$ cat src/rtl/bsa_pkg.sv
// rtl/bsa_pkg.sv - shared state encoding and width helper for the bit-serial adder datapath
package bsa_pkg;

    typedef enum logic [2:0] {
        S_IDLE  = 3'd0,
        S_LOAD  = 3'd1,
        S_WAIT  = 3'd2,
        S_SHIFT = 3'd3,
        S_DONE  = 3'd4
    } bsa_state_t;

    // Result of a WL-bit add carries one extra bit.
    function automatic int BSA_RES_W(input int wl);
        return wl + 1;
    endfunction

endpackage

$ cat src/rtl/bsa_sum_collector_if.sv
// rtl/bsa_sum_collector_if.sv - control, serial input and result handshake of the sum collector
interface bsa_sum_collector_if
    import bsa_pkg::*;
#(
    parameter int WL = 4
);
    localparam int RW = BSA_RES_W(WL);

    logic          start;
    logic          load;
    logic          sbit;
    logic          busy;
    logic [RW-1:0] sum;
    logic          valid;
    logic          ready;

    modport master (
        input  start, sbit, ready,
        output load, busy, sum, valid
    );

    modport slave (
        output start, sbit, ready,
        input  load, busy, sum, valid
    );

endinterface

$ cat src/rtl/sipo_shift.sv
// rtl/sipo_shift.sv - serial-in parallel-out right shift register, new bit enters at the MSB
module sipo_shift #(
    parameter int BITS = 5
) (
    input  logic            clk,
    input  logic            rst_n,
    input  logic            en,
    input  logic            din,
    output logic [BITS-1:0] q
);

    // LSB-first stream: after BITS shifts the first bit lands in q[0].
    always_ff @(posedge clk or negedge rst_n) begin
        if (!rst_n) begin
            q <= '0;
        end else if (en) begin
            q <= {din, q[BITS-1:1]};
        end
    end

endmodule

$ cat src/rtl/bsa_sum_collector.sv
// rtl/bsa_sum_collector.sv - sequences the bit-serial adder and deserializes its sum onto valid/ready
module bsa_sum_collector
    import bsa_pkg::*;
#(
    parameter int WL  = 4,
    parameter int LAT = 1
) (
    input  logic                 CLK,
    input  logic                 RST,
    bsa_sum_collector_if.master  bus
);

    localparam int RW   = BSA_RES_W(WL);
    localparam int CMAX = (RW > LAT) ? RW : LAT;
    localparam int CW   = $clog2(CMAX + 1);

    bsa_state_t    state;
    logic [CW-1:0] cnt;
    logic          load_q;
    logic          busy_q;
    logic          valid_q;
    logic          shift_en;

    assign shift_en  = (state == S_SHIFT);
    assign bus.load  = load_q;
    assign bus.busy  = busy_q;
    assign bus.valid = valid_q;

    sipo_shift #(
        .BITS (RW)
    ) u_sipo (
        .clk   (CLK),
        .rst_n (RST),
        .en    (shift_en),
        .din   (bus.sbit),
        .q     (bus.sum)
    );

    always_ff @(posedge CLK or negedge RST) begin
        if (!RST) begin
            state   <= S_IDLE;
            cnt     <= '0;
            load_q  <= 1'b0;
            busy_q  <= 1'b0;
            valid_q <= 1'b0;
        end else begin
            case (state)
                S_IDLE: begin
                    if (bus.start) begin
                        state  <= S_LOAD;
                        load_q <= 1'b1;
                        busy_q <= 1'b1;
                    end
                end
                S_LOAD: begin
                    load_q <= 1'b0;
                    if (LAT == 0) begin
                        state <= S_SHIFT;
                        cnt   <= '0;
                    end else begin
                        state <= S_WAIT;
                        cnt   <= CW'(LAT);
                    end
                end
                S_WAIT: begin
                    if (cnt == CW'(1)) begin
                        state <= S_SHIFT;
                        cnt   <= '0;
                    end else begin
                        cnt <= cnt - CW'(1);
                    end
                end
                S_SHIFT: begin
                    // Always WL+1 shifts so the adder carry drains to 0 before the next load.
                    if (cnt == CW'(WL)) begin
                        state   <= S_DONE;
                        cnt     <= '0;
                        busy_q  <= 1'b0;
                        valid_q <= 1'b1;
                    end else begin
                        cnt <= cnt + CW'(1);
                    end
                end
                S_DONE: begin
                    if (bus.ready) begin
                        valid_q <= 1'b0;
                        if (bus.start) begin
                            state  <= S_LOAD;
                            load_q <= 1'b1;
                            busy_q <= 1'b1;
                        end else begin
                            state <= S_IDLE;
                        end
                    end
                end
                default: begin
                    state   <= S_IDLE;
                    cnt     <= '0;
                    load_q  <= 1'b0;
                    busy_q  <= 1'b0;
                    valid_q <= 1'b0;
                end
            endcase
        end
    end

endmodule

$ cat src/flat_wrapper.sv
// flat-port wrapper written by rule: the top's interface ports become plain ports
module bsa_sum_collector_flat import bsa_pkg::*;
#(
    parameter int WL  = 4,
    parameter int LAT = 1
)
  (CLK, RST, bus_start, bus_sbit, bus_ready, bus_load, bus_busy, bus_sum, bus_valid);
  bsa_sum_collector_if #(.WL(WL)) bus_i ();
  input  logic CLK;
  input  logic RST;
  input wire logic [$bits(bus_i.start)-1:0] bus_start;
  input wire logic [$bits(bus_i.sbit)-1:0] bus_sbit;
  input wire logic [$bits(bus_i.ready)-1:0] bus_ready;
  output wire logic [$bits(bus_i.load)-1:0] bus_load;
  output wire logic [$bits(bus_i.busy)-1:0] bus_busy;
  output wire logic [$bits(bus_i.sum)-1:0] bus_sum;
  output wire logic [$bits(bus_i.valid)-1:0] bus_valid;
  assign bus_i.start = bus_start;
  assign bus_i.sbit = bus_sbit;
  assign bus_i.ready = bus_ready;
  assign bus_load = bus_i.load;
  assign bus_busy = bus_i.busy;
  assign bus_sum = bus_i.sum;
  assign bus_valid = bus_i.valid;
  bsa_sum_collector #(.WL(WL), .LAT(LAT)) u_core (.CLK(CLK), .RST(RST), .bus(bus_i));
endmodule
$ cat config.mk
export PLATFORM = sky130hd
export DESIGN_NAME = bsa_sum_collector_flat
export DESIGN_NICKNAME = d
export VERILOG_FILES = /design/src/rtl/bsa_pkg.sv /design/src/rtl/bsa_sum_collector_if.sv /design/src/rtl/sipo_shift.sv /design/src/rtl/bsa_sum_collector.sv /design/src/flat_wrapper.sv
export SDC_FILE = /design/constraint.sdc
export NUM_CORES = 1
export LEC_CHECK = 0
export ABC_CLOCK_PERIOD_IN_PS = 1590
export BUFFER_PORTS_ARGS = -buffer_cell sky130_fd_sc_hd__buf_2
export CAP_MARGIN = 30
export CELL_PAD_IN_SITES_DETAIL_PLACEMENT = 1
export CELL_PAD_IN_SITES_GLOBAL_PLACEMENT = 1
export CORE_AREA = 2 2 46 48
export DETAILED_ROUTE_END_ITERATION = 8
export DIE_AREA = 0 0 48 50
export PLACE_DENSITY_LB_ADDON = 0.1
export SYNTH_ARGS = -nofsm -noshare
export SYNTH_HDL_FRONTEND = slang
export SYNTH_SLANG_ARGS = --single-unit
$ cat constraint.sdc
create_clock -name CLK -period 1.59 [get_ports CLK]
set_input_delay 0 -clock CLK [delete_from_list [all_inputs] [get_ports CLK]]
set_output_delay 0 -clock CLK [all_outputs]
set_load 0.01 [all_outputs]
Word-level counts from Yosys, hierarchy flattened:

Index checks and enable logic that the tools add are counted.

* $add $sub $neg: 2
* equality and inequality tests: 10
* muxes and demuxes: 19
* bitwise operators: 3
* reductions and logical operators: 9

Operators by type and width (number)
* two-way mux 3 bit: 6
* case mux 3 bit (5 select lines): 1
* case mux 3 bit (4 select lines): 1
* two-way mux 1 bit: 8
* == test 3 x 1 -> 1 bit, second input constant: 2
* == test 3 x 2 -> 1 bit, second input constant: 2
* == test 3 bit, second input constant: 2
* != test 2 bit, second input constant: 3
* case mux 1 bit (3 select lines): 2
* AND reduction 3 bit: 2
* OR reduction 2 bit: 3
* case mux 1 bit (4 select lines): 1
* AND reduction 4 bit: 1
* adder 3 x 1 -> 3 bit, second input constant: 1
* logical NOT 3 bit: 1
* inverter 1 bit: 3
* OR reduction 3 bit: 1
* subtractor 3 x 1 -> 3 bit, second input constant: 1
* != test 2 x 1 -> 1 bit, second input constant: 1
* AND reduction 2 bit: 1

* bits in registers: 14
* output and inout port bits: 8
* logic and storage cells: 49

Logic depth before layout (Yosys ltp):

Gate-level depths: netlist of run 1.

* depth after elaboration: 4
* gate-level depth with buffers: 5
* depth with buffers taken out: 5

Cells and area by module:

Synthesis of run 1 repeated with hierarchy kept, for this count alone.

* cells, all modules: 73
* area, all modules: 733.2 um2

Modules (own cells, without submodules)
* bsa_sum_collector: instances 1, cells an instance 63, area an instance 551.8 um2
* sipo_shift: instances 1, cells an instance 10, area an instance 181.4 um2

Worst setup path before layout of run 1:

Ideal clock, no wire load.

* path kind: reg-to-reg
* start point: register u_core.cnt[0]
* end point: register u_core.state[2]
* library setup time: 0.122 ns
* arrival time: 1.099 ns
* setup slack: 0.370 ns
* stages on the path, launching flop included: 5
* path buffers: 0
* clock period less this slack: 1.220 ns
* cell sequence: dfrtp_1 -> inv_1 -> ha_1 -> and2_1 -> a32o_1

* longest elaborated chain between the ends: 3
* elaborated cells between the ends (all ways): 5

Ends and longest elaborated chain
* start: declaration: line bsa_sum_collector.sv:18 `logic [CW-1:0] cnt;`
* start signal: assignment: line bsa_sum_collector.sv:62 `cnt <= CW'(LAT);`
* start signal: assignment: line bsa_sum_collector.sv:70 `cnt <= cnt - CW'(1);`
* start signal: assignment: line bsa_sum_collector.sv:81 `cnt <= cnt + CW'(1);`
* == test 3 x 1 -> 1 bit / == test 3 bit (equally long branches): line bsa_sum_collector.sv:66, bsa_sum_collector.sv:75
* != test 2 x 1 -> 1 bit (no line) / != test 2 bit (equally long branches)
* AND reduction 4 bit (no line) *
* end signal: assignment: line bsa_sum_collector.sv:61 `state <= S_WAIT;`
* end signal: assignment: line bsa_sum_collector.sv:67 `state <= S_SHIFT;`
* end signal: assignment: line bsa_sum_collector.sv:76 `state <= S_DONE;`
* end: declaration: line bsa_sum_collector.sv:17 `bsa_state_t state;`

Mark *: on every way between the ends. The rest lies on a longest branch, timed or not.
A chain may end at the register's enable or synchronous reset.

Worst setup path in the final report of run 1:

Ends and elaborated chain as after synthesis.

==> results of run 1 <==
-- cell type report --
class / instances / area (um^2) / area share, %
multi-input cells: 46 / 369 / 41.5
well taps: 27 / 33.8 / 3.80
flip-flops and latches: 14 / 350 / 39.4
repair buffers: 15 / 87.6 / 9.86
clock buffers: 4 / 36.3 / 4.08
inverters: 3 / 11.3 / 1.27
-- power groups by stage --
stage                     clock [mW]  sequential, mW  combinational (mW)
after floorplan                    0           0.707               0.662
after global placement             0           0.732               0.847
after detailed placement           0           0.740               0.861
after CTS                      0.271           0.733               0.868
after global routing           0.299           0.764               0.956
final                          0.269           0.730               0.852
-- critical path, stage by stage (launching register included) --
cell and delay [ps]:
dfrtp_1 460, inv_1 90, ha_1 260, and2_1 210, a32o_1 270
-- synth_stat cells --
library cell | count | area [um^2]
a211oi_1 | 2 | 15.0
o21ai_0 | 2 | 10.0
nor2_1 | 3 | 11.3
nor2b_1 | 2 | 12.5
nand3_1 | 1 | 5.00
nor3_1 | 2 | 10.0
a22oi_1 | 1 | 7.51
nand3b_4 | 1 | 20.0
a21oi_1 | 4 | 20.0
and2_1 | 1 | 6.26
o22ai_1 | 1 | 6.26
a32o_1 | 1 | 10.0
a22o_1 | 1 | 8.76
nand2_1 | 2 | 7.51
mux2_2 | 5 | 56.3
buf_4 | 2 | 15.0
a221o_1 | 1 | 10.0
and4_1 | 1 | 8.76
xnor2_1 | 1 | 8.76
dfrtp_1 | 14 | 350
inv_1 | 3 | 11.3
a211o_1 | 1 | 8.76
ha_1 | 4 | 50.1
nand2b_1 | 3 | 18.8
nand4bb_1 | 1 | 11.3
nor2_2 | 1 | 6.26
o32ai_1 | 1 | 8.76
buf_6 | 1 | 11.3
o211ai_1 | 1 | 7.51
o32ai_2 | 1 | 16.3
nor3b_1 | 1 | 7.51
-- how the worst min path moves through the flow --
stage	end	slack, ps	start	depth (start not counted)
2_1_floorplan	u_core.bus.busy	-300	RST	0
3_5_place_dp	u_core.cnt[2]	-80	RST	1
6_report	u_core.bus.valid	60	bus_ready	4
3_3_place_gp	u_core.u_sipo.q[0]	-80	RST	1
5_1_grt	u_core.bus.valid	80	bus_ready	4
4_1_cts	u_core.bus.busy	60	bus_start	3
-- cell families (layout without fill, tap and decap cells) --
| logic type | after synthesis | count (layout) | synth area share, % |
|---|---|---|---|
| fa+ha+maj | 4 | 4 | 6.61 |
| flops | 14 | 14 | 46.3 |
| xor+xnor | 1 | 1 | 1.16 |
| mux | 5 | 5 | 7.44 |
| compound gates | 17 | 17 | 17.0 |
| buf+inv | 6 | 22 | 4.96 |
| simple gates | 19 | 19 | 16.5 |
-- stage by stage --
stage	util (%)	hold WS [ps]	instance area [um^2]	power (mW)	std cells
3_3_place_gp	43.8	-81.0	832	1.58	103
5_1_grt	46.7	75.6	888	2.02	109
6_report	46.7	57.9	888	1.85	109
2_1_floorplan	-	-296	757	1.37	66
4_1_cts	46.7	62.0	888	1.87	109
3_5_place_dp	43.8	-81.1	832	1.60	103
-- state kept, by name, indices dropped and copies added, names as in the netlist --
signal	count
u_core.cnt	3
u_core.state	3
u_core.u_sipo.q	5
u_core.bus.valid	1
u_core.bus.load	1
u_core.bus.busy	1
-- routing by layer --
metal / GRT usage (%) / vias to the layer above / share of wire (%)
met2: 22.4 / 9 / 47
met3: 2.20 / 4 / 2.6
met1: 24.6 / 290 / 48
li1: - / 273 / -
met5: 0 / - / 0
met4: 8.11 / 0 / 1.8
-- placed cells by master (no fill, tap or decap), types with 2 or more instances in the layout --
cell / synthesis / layout
ha_1: 4 / 4
nor2_1: 3 / 3
nand2b_1: 3 / 3
clkbuf_4: 0 / 3
o21ai_0: 2 / 2
inv_1: 3 / 3
nor3_1: 2 / 2
a211oi_1: 2 / 2
dfrtp_1: 14 / 14
dlygate4sd3_1: 0 / 2
a21oi_1: 4 / 4
mux2_2: 5 / 5
nor2b_1: 2 / 2
buf_2: 0 / 12
nand2_1: 2 / 2
-- repair_timing --
item,in CTS,in global routing
endpoints found under the hold margin,15,0
setup endpoints to repair,0,0
hold buffers,2,0
gates resized for setup,0,0
buffers inserted,0,0
==> impl_metrics.py, run 1 <==
metrics = {
    "die": {
        "fp.dieH_um": 50,
        "die_width_um": 48,
        "dieArea_um2": 2400,
        "initial_core_util_pct": 39.8,
        "core-area_um2": 1900,
        "ios": 13,
        "num_rows": 16,
    },
    "sta": {
        "period_share_pct": 87.8,
        "relSlewSlack_pct": 68.4,
        "max_freq_mhz": 717,
        "layout_setup_ws_ps": 194,
        "finalClockSkew_ps": 1.20,
        "totalNegativeSetupSlack_ps": 0,
        "final-hold-violation-count": 0,
        "setup_violations": 0,
        "rsz0062_at_grt": "false",
        "tightest_slew_ps": 474,
        "period_needed_ps": 1400,
        "slew_violations": 0,
    },
    "critical_path": {
        "regToRegSetupSlack_ps": 190,
        "reg2reg_depth": 4,
        "cp-startpoint": "u_core.cnt[0]",
        "crit_arrival_ps": 1570,
        "crit_type": "register to register",
        "r2r-end": "u_core.state[2]",
        "crit_required_ps": 1770,
        "critPathMaxFanout": 6,
        "cp-end-kind": "register",
        "critPathCapture": "u_core.state[2]",
        "crit_path_start_kind": "register",
        "r2r-start": "u_core.cnt[0]",
    },
    "grt": {
        "overflow": 0,
        "grt_max_degree": 15,
        "grt_pass1_vias": 570,
        "grt_first_pass_wirelength_um": 2710,
        "grt_use_total_pct": 16.4,
        "antenna_found_initial": 0,
    },
    "placed_design": {
        "dp_hpwl_um": 1170,
        "gp_congestion": 0.808,
        "preCtsSetupSlack_ps": 199,
        "io_buffers": 12,
    },
    "worst_hold_path": {
        "worstHoldPathType": "input port to register",
    },
    "clock_tree": {
        "path_clk_slew_ps": 90,
        "clock-root-buffer": "clkbuf_4",
        "clk_path_buf_depth": 2,
        "clk_latency_ps": 290,
        "cts_tree": "done",
        "htreeDepth": 1,
        "cts.sinks": 14,
        "cts_buffers": 3,
    },
    "outcome": {
        "outcome": "finished clean",
    },
    "drt": {
        "vias": 576,
        "drt_first_iter_violations": 1,
        "wl_per_cell_um": 14.6,
        "detail_route.vias_per_cell": 5.28,
        "ant_nets": 0,
        "wirelength_um": 1590,
        "drtPass1Iterations": 3,
        "drc": 0,
    },
    "logic_synthesis": {
        "ys_warn_count": 0,
        "ys_ff_latch": 14,
        "netlist-cell-type-count": 31,
        "syn_inst": 66,
        "synth_nets": 75,
        "synthesis.area_um2": 757,
        "synth_area_per_cell_um2": 11.5,
        "synth.yosys.seq_area_share_pct": 46.3,
    },
    "layout": {
        "drive_gt1_share_pct": 30.5,
        "fill_cells": 223,
        "n_antenna_cell": 0,
        "area_delta_synth_final_pct": 17.4,
        "nets": 92,
    },
    "power": {
        "netSwitchingPower_uw": 715,
        "power_leakage_nw": 0.400,
        "pwr-share-comb_pct": 46.0,
        "peakVddDrop_uv": 888,
        "p_int_mw": 1.14,
        "powerDensity_nw_per_um2": 2080,
        "p_clk_share_pct": 14.5,
        "seq_power_share_pct": 39.4,
        "switching_share_pct": 38.6,
    },
    "run": {
        "max_cap_viol_count": 0,
    },
}
Note: power is estimated with default switching activity, not from simulation.
==> run 2: changes to the inputs <==
- BUFFER_PORTS_ARGS: -buffer_cell sky130_fd_sc_hd__buf_2 -> -buffer_cell sky130_fd_sc_hd__buf_4
==> run 2 against run 1 <==
  * First-iteration DRC count rose to 4.0 times the previous value
  * Largest cell class unchanged
  * Clock skew up 0.94 ps
  * Power grew 2.0%
  * Hold slack got worse by 33 ps
  * Global-route usage fell by 1.7 points
  * Die area is the same
  * Maximum frequency grew 1.9%
  * Non-clock buffer count is the same
  * Count of clock-buffer cells in the layout did not move
  * Cell area is 3.4% higher
  * Setup slack better by 26 ps
==> impl_metrics.py, run 2 (synthesis results as in run 1) <==
metrics = {
    "sta": {
        "rsz0062_at_grt": "false",
        "slew_violations": 0,
        "period_share_pct": 86.1,
        "period_needed_ps": 1370,
        "finalClockSkew_ps": 2.15,
        "totalNegativeSetupSlack_ps": 0,
        "setup_violations": 0,
        "max_freq_mhz": 730,
        "tightest_slew_ps": 451,
        "final-hold-violation-count": 0,
        "relSlewSlack_pct": 69.9,
    },
    "layout": {
        "layout_common_cells": "dfrtp_1 (14), buf_4 (13), mux2_2 (5)",
        "drive_gt1_share_pct": 30.5,
        "multi_input_area_um2": 369,
        "n_antenna_cell": 0,
        "top_regs": "u_core.u_sipo.q x5, u_core.cnt x3, u_core.state x3",
        "fin_cells": 109,
        "fill_cells": 210,
        "area_delta_synth_final_pct": 21.3,
        "final-seq-area_um2": 350,
        "largest_reg_flops": 5,
        "nets": 92,
        "final_common_cell": "dfrtp_1",
        "largest-register": "u_core.u_sipo.q",
    },
    "critical_path": {
        "crit_arrival_ps": 1590,
        "crit_path_start_kind": "register",
        "regToRegSetupSlack_ps": 220,
        "crit_type": "register to register",
        "reg2reg_depth": 5,
        "cp-end-kind": "register",
        "critPathMaxFanout": 6,
        "crit_required_ps": 1810,
    },
    "grt": {
        "grt_first_pass_wirelength_um": 2500,
        "grt_use_total_pct": 14.6,
        "overflow": 0,
        "grt_max_degree": 15,
        "grt_pass1_vias": 544,
        "antenna_found_initial": 0,
    },
    "clock_tree": {
        "path_clk_slew_ps": 90,
        "cts_setup_buffers": 0,
        "cts.sinks": 14,
        "cts_buffers": 3,
        "clock-root-buffer": "clkbuf_4",
        "clk_latency_ps": 270,
        "cts_tree": "done",
        "htreeDepth": 1,
        "clk_path_buf_depth": 2,
    },
    "die": {
        "die_width_um": 48,
        "fp.dieH_um": 50,
        "initial_core_util_pct": 39.8,
        "core-area_um2": 1900,
        "num_rows": 16,
        "dieArea_um2": 2400,
        "ios": 13,
    },
    "worst_hold_path": {
        "worstHoldPathType": "input port to register",
        "hold_path_depth": 4,
    },
    "power": {
        "powerDensity_nw_per_um2": 2060,
        "power_leakage_nw": 0.410,
        "peakVddDrop_uv": 737,
        "power.total_mw": 1.89,
    },
    "drt": {
        "detail_route.vias_per_cell": 5.07,
        "wirelength_um": 1470,
        "vias": 553,
        "drtPass1Iterations": 3,
        "drt_first_iter_violations": 4,
        "drc": 0,
        "wl_per_cell_um": 13.5,
        "ant_nets": 0,
    },
    "placed_design": {
        "gp_congestion": 0.807,
        "dp_cells": 103,
        "io_buffers": 12,
        "dp_hpwl_um": 1110,
    },
    "outcome": {
        "outcome": "finished clean",
    },
    "run": {
        "max_cap_viol_count": 0,
    },
}
==> run 2: cell types whose count changed in the layout (fill, tap and decap cells not counted) <==
cell	change
buf_2	-12
buf_4	+12
==> run 2: repair_timing <==
| action | in CTS | in global routing |
|---|---|---|
| hold buffers | 2 | 0 |
| gates resized for setup | 0 | 0 |
| hold endpoints to repair | 15 | 0 |
==> run 2: stage by stage <==
step           instance area, um^2  hold WS (ps)  setup WS [ps]  util, %
2_1_floorplan                  757          -296            370        -
3_3_place_gp                   862          -136            248     45.3
3_5_place_dp                   862          -138            223     45.3
4_1_cts                        918          16.8            194     48.3
5_1_grt                        918          57.3           87.5     48.3
6_report                       918          25.1            221     48.3
==> run 2: metal layers <==
metal  vias up  GRT usage (%)  part of all wire [%]
li1        277              -                     -
met1       267           22.6                    48
met2         7           20.2                    49
met3         2           2.20                   2.6
met4         0           5.41                  0.61
met5         -              0                     0
==> run 2: area by class of cell <==
cell class / instances / share of cell area, %
flip-flops and latches: 14 / 38.1
repair buffers: 15 / 12.8
clock buffers: 4 / 3.95
inverters: 3 / 1.23
multi-input cells: 46 / 40.2
well taps: 27 / 3.68
==> run 2: final timing paths <==
check | to | from
max | u_core.cnt[2] | u_core.cnt[0]
min | u_core.bus.valid | bus_ready
max reg2reg | u_core.cnt[2] | u_core.cnt[0]
min reg2reg | u_core.u_sipo.q[0] | u_core.u_sipo.q[0]
max in group asynchronous | u_core.cnt[0] | RST
min in group asynchronous | u_core.u_sipo.q[0] | RST
==> run 2: report_power, final <==
part / internal, mW / switching (mW) / leakage, nW
Clock: 0.139 / 0.114 / 0.0210
Combinational: 0.522 / 0.377 / 0.222
Sequential: 0.528 / 0.208 / 0.167
==> run 2: worst max-delay path, cell delays in order, from the launching register on <==
cell      delay (ps)
dfrtp_1          450
inv_1             90
ha_1             210
nand2b_1         140
a211oi_1         280
a211o_1          140
==> run 3: changes to the inputs <==
- CELL_PAD_IN_SITES_GLOBAL_PLACEMENT: 1 -> 2
- CORE_AREA: 2 2 46 48 -> 2 2 51 53
- DIE_AREA: 0 0 48 50 -> 0 0 53 55
==> run 3 against run 2 <==
  * Combinational power barely moved
  * Critical endpoint is now u_core.state[2]
  * Clock skew rose by 6.9 ps
  * Count of clock-buffer cells in the layout did not move
  * Via count fell by 0.90%
  * Cell count rose by 2.8%
  * Critical path type unchanged
  * Hold slack improved by 10 ps
  * Cell area rose by 0.41%
  * Sequential cell count did not move
==> impl_metrics.py, run 3 (synthesis results as in run 1) <==
metrics = {
    "critical_path": {
        "crit_arrival_ps": 1550,
        "reg2reg_depth": 4,
        "cp-end-kind": "register",
        "cp-startpoint": "u_core.cnt[0]",
        "r2r-start": "u_core.cnt[0]",
        "crit_type": "register to register",
        "regToRegSetupSlack_ps": 210,
        "r2r-end": "u_core.state[2]",
        "critPathMaxFanout": 6,
        "crit_path_start_kind": "register",
        "crit_required_ps": 1760,
    },
    "worst_hold_path": {
        "min_from": "bus_ready",
        "hold_path_depth": 4,
        "worstHoldPathType": "input port to register",
        "min_to": "u_core.bus.valid",
    },
    "grt": {
        "overflow": 0,
        "grt_use_total_pct": 13.2,
        "grt_max_degree": 15,
        "grt_pass1_vias": 581,
        "grt_first_pass_wirelength_um": 2690,
        "antenna_found_initial": 0,
    },
    "drt": {
        "drc": 0,
        "wl_per_cell_um": 13.2,
        "drtPass1Iterations": 4,
        "detail_route.vias_per_cell": 4.89,
        "vias": 548,
        "ant_nets": 0,
        "drt_first_iter_violations": 8,
        "wirelength_um": 1480,
    },
    "sta": {
        "layout_setup_ws_ps": 213,
        "period_needed_ps": 1380,
        "slew_violations": 0,
        "rsz0062_at_grt": "false",
        "final-hold-violation-count": 0,
        "period_share_pct": 86.6,
        "finalClockSkew_ps": 9.04,
        "totalNegativeSetupSlack_ps": 0,
        "relSlewSlack_pct": 69.4,
        "setup_violations": 0,
        "max_freq_mhz": 726,
        "tightest_slew_ps": 459,
    },
    "layout": {
        "final_common_cell": "dfrtp_1",
        "largest-register": "u_core.u_sipo.q",
        "layout_common_cells": "dfrtp_1 (14), buf_4 (13), mux2_2 (5)",
        "area_delta_synth_final_pct": 21.8,
        "fill_cells": 268,
        "top_regs": "u_core.u_sipo.q x5, u_core.cnt x3, u_core.state x3",
        "final-seq-area_um2": 350,
        "design_area_um2": 922,
        "fin_cells": 112,
        "largest_reg_flops": 5,
        "multi_input_area_um2": 369,
        "drive_gt1_share_pct": 30.5,
        "n_antenna_cell": 0,
        "nets": 92,
    },
    "die": {
        "core-area_um2": 2360,
        "initial_core_util_pct": 32.0,
        "ios": 13,
        "die_width_um": 53,
        "dieArea_um2": 2920,
        "fp.dieH_um": 55,
        "num_rows": 18,
    },
    "placed_design": {
        "io_buffers": 12,
        "dp_hpwl_um": 1060,
        "dp_cells": 106,
        "place_area_um2": 866,
        "preCtsSetupSlack_ps": 233,
        "gp_congestion": 0.689,
    },
    "run": {
        "max_cap_viol_count": 0,
    },
    "clock_tree": {
        "clock-root-buffer": "clkbuf_4",
        "htreeDepth": 1,
        "cts_buffers": 3,
        "cts_tree": "done",
        "cts_resized": 0,
        "cts.sinks": 14,
        "cts_hold_buf": 2,
        "cts_setup_buffers": 0,
        "clk_latency_ps": 280,
        "path_clk_slew_ps": 90,
        "clk_path_buf_depth": 2,
    },
    "outcome": {
        "outcome": "finished clean",
    },
    "power": {
        "pwr-share-comb_pct": 47.4,
        "p_int_mw": 1.19,
        "netSwitchingPower_uw": 700,
        "switching_share_pct": 37.0,
        "p_clk_share_pct": 13.6,
        "power_leakage_nw": 0.410,
        "seq_power_share_pct": 39.0,
        "peakVddDrop_uv": 764,
        "powerDensity_nw_per_um2": 2050,
    },
}
-- run 3: cell counts in the layout (fill, tap and decap cells not counted) --
Identical to the previous run, type by type.
-- run 3: critical path: stages, from the launching register on --
cell and delay [ps]:
dfrtp_1 460, inv_1 90, ha_1 260, and2_1 200, a32o_1 260
-- run 3: stage by stage --
step / power (mW) / util, % / hold slack (ps)
CTS: 1.92 / 39.0 / 19.4
detailed placement: 1.65 / 36.6 / -133
global placement: 1.66 / 36.6 / -135
global route: 2.07 / 39.0 / 41.9
finish: 1.89 / 39.0 / 35.5
floorplan: 1.37 / - / -296
-- run 3: routing by layer --
metal	routed length, um	track usage (%)	up-vias
li1	-	-	276
met2	654	21.0	7
met5	0	0	-
met4	35	8.97	0
met1	758	16.8	261
met3	33	1.61	4
-- run 3: layout make-up --
| type | count | area share, % |
|---|---|---|
| Clock buffer | 4 | 3.93 |
| Timing Repair Buffer | 15 | 12.8 |
| Inverter | 3 | 1.22 |
| Tap cell | 30 | 4.07 |
| Sequential cell | 14 | 38.0 |
| Multi-Input combinational cell | 46 | 40.0 |
-- run 3: how the worst max path moves through the flow --
stage,cells past startpoint,endpoint,slack (ps)
2_1_floorplan,4,u_core.state[2],370
3_3_place_gp,4,u_core.state[2],230
3_5_place_dp,4,u_core.state[2],230
4_1_cts,4,u_core.state[2],210
5_1_grt,4,u_core.bus.busy,100
6_report,4,u_core.state[2],210
-- run 3: power groups by stage --
| stage | Clock [mW] | Combinational, mW | Sequential, mW |
|---|---|---|---|
| after floorplan | 0 | 0.662 | 0.707 |
| after global placement | 0 | 0.914 | 0.750 |
| after detailed placement | 0 | 0.900 | 0.747 |
| after CTS | 0.271 | 0.913 | 0.739 |
| after global routing | 0.288 | 1.01 | 0.773 |
| final | 0.257 | 0.896 | 0.737 |
